<file path="src/rtl/nios_system_nios2_gen2_0_oci_dct_pkg.sv">
// Shared constants and types for the OCI trace-atom packer.
// DCT_ATOM_W : bits per trace atom
// DCT_SLOTS  : atoms per packed word
// DCT_BUF_W  : packed word width
// DCT_CNT_W  : width of the atom-count field
// state_t    : packer FSM states
package nios_system_nios2_gen2_0_oci_dct_pkg;
  localparam int DCT_ATOM_W = 2;
  localparam int DCT_SLOTS  = 15;
  localparam int DCT_BUF_W  = DCT_ATOM_W * DCT_SLOTS;
  localparam int DCT_CNT_W  = 4;

  typedef enum logic [1:0] {
    FILL   = 2'd0,
    ENDING = 2'd1,
    DONE   = 2'd2
  } state_t;
endpackage

</file>
<file path="src/rtl/nios_system_nios2_gen2_0_oci_dct_outreg.sv">
// Valid/ready holding register for packed trace words.
// Ports:
//   clk, reset_n        : clock, synchronous active-low reset
//   load                : capture load_buffer/load_count and raise valid
//   load_buffer/count   : word to capture
//   take                : consumer accepts the held word
//   buffer/count/valid  : held word and its valid flag
//   free                : register can accept a load this cycle
module nios_system_nios2_gen2_0_oci_dct_outreg
  import nios_system_nios2_gen2_0_oci_dct_pkg::*;
(
  input  logic                 clk,
  input  logic                 reset_n,
  input  logic                 load,
  input  logic [DCT_BUF_W-1:0] load_buffer,
  input  logic [DCT_CNT_W-1:0] load_count,
  input  logic                 take,
  output logic [DCT_BUF_W-1:0] buffer,
  output logic [DCT_CNT_W-1:0] count,
  output logic                 valid,
  output logic                 free
);
  // Free when empty or when the held word leaves on this edge.
  assign free = !valid || take;

  always_ff @(posedge clk) begin
    if (!reset_n) begin
      buffer <= '0;
      count  <= '0;
      valid  <= 1'b0;
    end else if (load) begin
      // A load on the handshake edge keeps valid high: back-to-back words.
      buffer <= load_buffer;
      count  <= load_count;
      valid  <= 1'b1;
    end else if (take) begin
      valid  <= 1'b0;
    end
  end
endmodule

</file>
<file path="src/rtl/nios_system_nios2_gen2_0_oci_dct_packer.sv">
// Packs 2-bit trace atoms into 30-bit words (up to 15 atoms, first atom in
// the highest occupied slot) and hands them out over a valid/ready port.
// test_ending flushes any partial word and then parks the block in DONE.
// Optional macro OCI_DCT_TIMEOUT_EN: flush a partial word after
// TIMEOUT_CYCLES idle cycles.
// Ports:
//   clk, reset_n                 : clock, synchronous active-low reset
//   atom_valid/atom_data/ready   : atom input handshake
//   dct_buffer/count/valid/ready : packed word output handshake
//   test_ending                  : end-of-trace request (latched)
//   test_has_ended               : all atoms delivered (sticky)
module nios_system_nios2_gen2_0_oci_dct_packer
  import nios_system_nios2_gen2_0_oci_dct_pkg::*;
#(
  parameter int unsigned TIMEOUT_CYCLES = 32
) (
  input  logic                  clk,
  input  logic                  reset_n,
  input  logic                  atom_valid,
  input  logic [DCT_ATOM_W-1:0] atom_data,
  output logic                  atom_ready,
  output logic [DCT_BUF_W-1:0]  dct_buffer,
  output logic [DCT_CNT_W-1:0]  dct_count,
  output logic                  dct_valid,
  input  logic                  dct_ready,
  input  logic                  test_ending,
  output logic                  test_has_ended
);
  localparam logic [DCT_CNT_W-1:0] FULL_CNT = DCT_CNT_W'(DCT_SLOTS);

  logic [DCT_BUF_W-1:0] acc;
  logic [DCT_CNT_W-1:0] acc_count;
  state_t               state, state_nxt;
  logic                 free, full, xfer, accept, timeout;

  assign full   = (acc_count == FULL_CNT);
  assign xfer   = free && (full || (state == ENDING && acc_count != '0) || timeout);
  assign accept = atom_valid && atom_ready;

`ifdef OCI_DCT_TIMEOUT_EN
  localparam int TO_W = $clog2(TIMEOUT_CYCLES) + 1;
  localparam logic [TO_W-1:0] TO_LAST = TO_W'(TIMEOUT_CYCLES - 1);
  logic [TO_W-1:0] idle_cnt;

  // Counts idle cycles while a partial word sits in the accumulator; holds
  // at the limit until the output register frees up.
  always_ff @(posedge clk) begin
    if (!reset_n)                       idle_cnt <= '0;
    else if (accept || xfer)            idle_cnt <= '0;
    else if (acc_count != '0 && idle_cnt != TO_LAST) idle_cnt <= idle_cnt + 1'b1;
  end

  assign timeout = (acc_count != '0) && (idle_cnt == TO_LAST);
`else
  // Feature compiled out; the parameter stays referenced so both builds
  // share one interface.
  assign timeout = 1'b0 & (TIMEOUT_CYCLES == 0);
`endif

  // Accumulator: shift left, newest atom in the low slot.
  always_ff @(posedge clk) begin
    if (!reset_n) begin
      acc       <= '0;
      acc_count <= '0;
    end else if (xfer) begin
      acc       <= '0;
      acc_count <= '0;
    end else if (accept) begin
      acc       <= {acc[DCT_BUF_W-DCT_ATOM_W-1:0], atom_data};
      acc_count <= acc_count + 1'b1;
    end
  end

  // FSM state register
  always_ff @(posedge clk) begin
    if (!reset_n) state <= FILL;
    else          state <= state_nxt;
  end

  // FSM next state
  always_comb begin
    state_nxt = state;
    unique case (state)
      FILL: if (test_ending) begin
        // Nothing captured and nothing pending: finish straight away.
        if (acc_count == '0 && !accept && free) state_nxt = DONE;
        else                                    state_nxt = ENDING;
      end
      ENDING: if (acc_count == '0 && free) state_nxt = DONE;
      DONE:   state_nxt = DONE;
      default: state_nxt = FILL;
    endcase
  end

  // FSM outputs; a transfer cycle never takes an atom.
  always_comb begin
    atom_ready     = (state == FILL) && !full && !xfer;
    test_has_ended = (state == DONE);
  end

  nios_system_nios2_gen2_0_oci_dct_outreg u_outreg (
    .clk         (clk),
    .reset_n     (reset_n),
    .load        (xfer),
    .load_buffer (acc),
    .load_count  (acc_count),
    .take        (dct_ready),
    .buffer      (dct_buffer),
    .count       (dct_count),
    .valid       (dct_valid),
    .free        (free)
  );
endmodule

</file>
<file path="config.mk">
export PLATFORM = sky130hd
export DESIGN_NAME = nios_system_nios2_gen2_0_oci_dct_packer
export DESIGN_NICKNAME = d
export VERILOG_FILES = /design/src/rtl/nios_system_nios2_gen2_0_oci_dct_pkg.sv /design/src/rtl/nios_system_nios2_gen2_0_oci_dct_outreg.sv /design/src/rtl/nios_system_nios2_gen2_0_oci_dct_packer.sv
export SDC_FILE = /design/constraint.sdc
export NUM_CORES = 1
export LEC_CHECK = 0
export BUFFER_PORTS_ARGS = -buffer_cell sky130_fd_sc_hd__buf_2
export CAP_MARGIN = 20
export CORE_MARGIN = 3
export CORE_UTILIZATION = 52
export CTS_BUF_LIST = sky130_fd_sc_hd__clkbuf_4
export DETAILED_ROUTE_END_ITERATION = 12
export GPL_ROUTABILITY_DRIVEN = 0
export MAX_ROUTING_LAYER = met4
export PLACE_DENSITY = 0.77
export SETUP_SLACK_MARGIN = 0.5
export SYNTH_ARGS = -nofsm -noshare
export SYNTH_HDL_FRONTEND = slang
export SYNTH_SLANG_ARGS = --single-unit
export TNS_END_PERCENT = 1
</file>
<file path="constraint.sdc">
create_clock -name clk -period 1.6 [get_ports clk]
set_input_delay 0.24 -clock clk [delete_from_list [all_inputs] [get_ports clk]]
set_output_delay 0.24 -clock clk [all_outputs]
set_load 0.01 [all_outputs]
</file>
==> impl_metrics.tcl <==
set metrics [dict create \
    status "complete, but fails checks" \
    violations "setup timing" \
    cp.arrival_ps 1620 \
    clockPowerShare_pct 26.7 \
    clock_path_buffers 2 \
    synth_cells 335 \
    p_int_w 0.00278 \
    avgSynthCellArea_um2 8.60 \
    power_density_nw_per_um2 1150 \
    dieArea_um2 6470 \
    fin_area_um2 3520 \
    num_rows 26 \
    grt.overflow.total 0 \
    drive_above_1_share_pct 24.2 \
    grt_pass1_vias 2190 \
    setup_slack_ps -263 \
    multi_input_area_um2 1370 \
    min_period_ps 1860 \
    synth.net_count 348 \
    fmax_ghz 0.537 \
    register_area_um2 1430 \
    wl_um 5490 \
    dp_hpwl_um 3720 \
    final_util_pct 67.3 \
    yosys_warnings 0 \
    ys_top_cells_by_area "dfxtp_1 (49%), nand2_1 (17%), mux2i_1 (11%)" \
    synth-async-reset-ratio_pct 0 \
    setup_viol 68 \
    drt_iter0_markers 126 \
    wire_per_inst_um 11.9 \
    insertion_delay_ps 410 \
    synth_ff_type "dfxtp_1" \
    area_growth_pct 22.3 \
    dp_cells 439 \
    ys_ff_latch 71 \
    cts_buffers 9 \
    synth_top_area_share_pct 49.3 \
    worstPathCellList "inv_2 > ha_4 > a21o_1 > a22oi_4 > nor2_8 > nor2_4 > buf_6" \
    max_stage_delay_ps 350 \
    yosysUniqueCellTypes 34 \
    ctsRootBufferMaster "clkbuf_4" \
    path_buf_inv 2 \
    via_count 2303 \
    boundaryPins 44 \
    p_seq_share_pct 46.9 \
    cp-end-kind "primary output" \
    synth_area_um2 2880 \
    port_buffers 43 \
    fill_cells 442 \
    finalHoldViolCount 0 \
    p_leak_nw 1.35 \
    p_comb_share_pct 26.4 \
    switching_power_w 0.00126 \
    die_x_um 80.4 \
    antenna_cells 0 \
    clock-sinks 71 \
    synth_top_area_cell "dfxtp_1" \
    grt_pass1_wl_um 9630 \
    h-tree-depth 3 \
    cts_tree "built" \
    worstHoldPathType "in -> reg" \
    synth_common_cells "nand2_1 (134), dfxtp_1 (71), mux2i_1 (33)" \
    skew_ps 13.4 \
    grt_usage_pct 19.5 \
    tns_ps -5000 \
    relSlewSlack_pct 64.7 \
    core_area_um2 5240 \
    finalCritPeriodShare_pct 116 \
    cp-start-kind "register" \
    grt_max_degree 35 \
    fin_cells 462 \
    cts_hold_buf 0 \
    synthMostInstantiatedCell "nand2_1" \
    cp_max_fo 2 \
    drc 0 \
    cp_top_family "compound AO/OA/AOI/OAI gates" \
    antenna_left 0 \
    cap_violations 0 \
    sw_frac_of_total_pct 31.1 \
    rsz0062_at_grt "yes" \
    path_class "reg -> out" \
    firstDrtPassIters 4 \
    nNetsFinal 400 \
    peakVddDrop_mv 0.699 \
    worstPathRequired_ps 1360 \
    worst_slew_pin_slew_ps 528 \
    clk_pin_slew_ps 110 \
    critical_path.slowest_cell "dfxtp_2" \
    die_h_um 80.4 \
    antenna_found_initial 0 \
    drt-vias-per-instance 4.98 \
    power_w 0.00404 \
    slew_viol_final 0 \
    place_area_um2 3270 \
    synth_edf_count 0 \
    initial_core_util_pct 55.0 \
    seq_area_frac_synth_pct 49.3 \
]
## power by group through the flow
stage	Combinational (W)	Sequential (W)	Clock [W]
global route	0.00116	0.00191	0.00120
global placement	0.000906	0.00192	0
detailed placement	0.000927	0.00192	0
finish	0.00106	0.00189	0.00108
CTS	0.00105	0.00189	0.00111
floorplan	0.000668	0.00192	0
## per-layer routing
metal,track usage (%),part of all wire (%)
met1,22.9,47
met2,31.8,48
met3,4.26,4.0
met4,9.12,1.2
met5,-,0
## stage by stage
stage          setup WS, ps  hold WS [ps]
2_1_floorplan          25.5           376
3_3_place_gp           8.14           439
3_5_place_dp          -30.6           448
4_1_cts                -362          44.6
5_1_grt                -352          41.9
6_report               -263          73.9
## worst paths after layout
kind                         endpoint                 from  cells past startpoint  slack [ps]
setup / recovery           atom_ready             state[1]                      7        -260
hold / removal                 acc[0]         atom_data[0]                      3          70
hold reg to reg   u_outreg.buffer[23]  u_outreg.buffer[23]                      2         460
setup reg to reg  u_outreg.buffer[19]             state[1]                      9        -100
## area by class of cell
type	instances	area share [%]
sequential	71	40.7
clock buffer	9	1.92
clock inverter	7	1.81
inverter	6	0.639
tap	70	2.49
timing repair buffer	62	13.6
multi-input combinational	237	38.9
## cells in the final DEF (no fill, tap or decap), drive strengths merged
master    count
nand3         3
a21oi        31
nand3b        2
nand2       134
inv           6
nor4b         1
and3          1
dfxtp        71
xnor2         1
nand2b        2
a21o          1
a21boi        2
ha            6
a211o         1
nor3b         1
bufinv        1
nor2          5
nor3          1
clkbuf        9
xor2          2
nand4         1
clkinv        4
and2          2
buf          62
clkinvlp      2
a22oi         1
nor2b         1
o21ai         2
nor4          1
a311o         1
o221ai        1
mux2i        33
## cell families (layout without fill, tap and decap cells)
kind of cell | count (synthesis) | count (layout) | synth area share (%)
xor+xnor | 3 | 3 | 0.912
mux | 33 | 33 | 11.5
compound gates | 40 | 40 | 8.34
fa+ha+maj | 6 | 6 | 2.61
flops | 71 | 71 | 49.3
simple gates | 155 | 155 | 22.6
buf+inv | 27 | 84 | 4.78
## worst min-delay path, stage by stage
cell and delay, ps:
buf_2 100, nand2_1 50, a21oi_1 50
## registers in the layout, indices dropped and copies added, names as in the netlist
name,flops
acc_count,4
state,2
acc,30
u_outreg.buffer,30
u_outreg.count,4
u_outreg.valid,1
## what timing repair did
item	in CTS	in global routing
pin swaps	5	3
endpoints found under the setup margin	108	108
gates resized for setup	15	2
buffers inserted	5	2
cloned	0	0
hold endpoints to repair	0	0
Note: power is estimated with default switching activity, not from simulation.
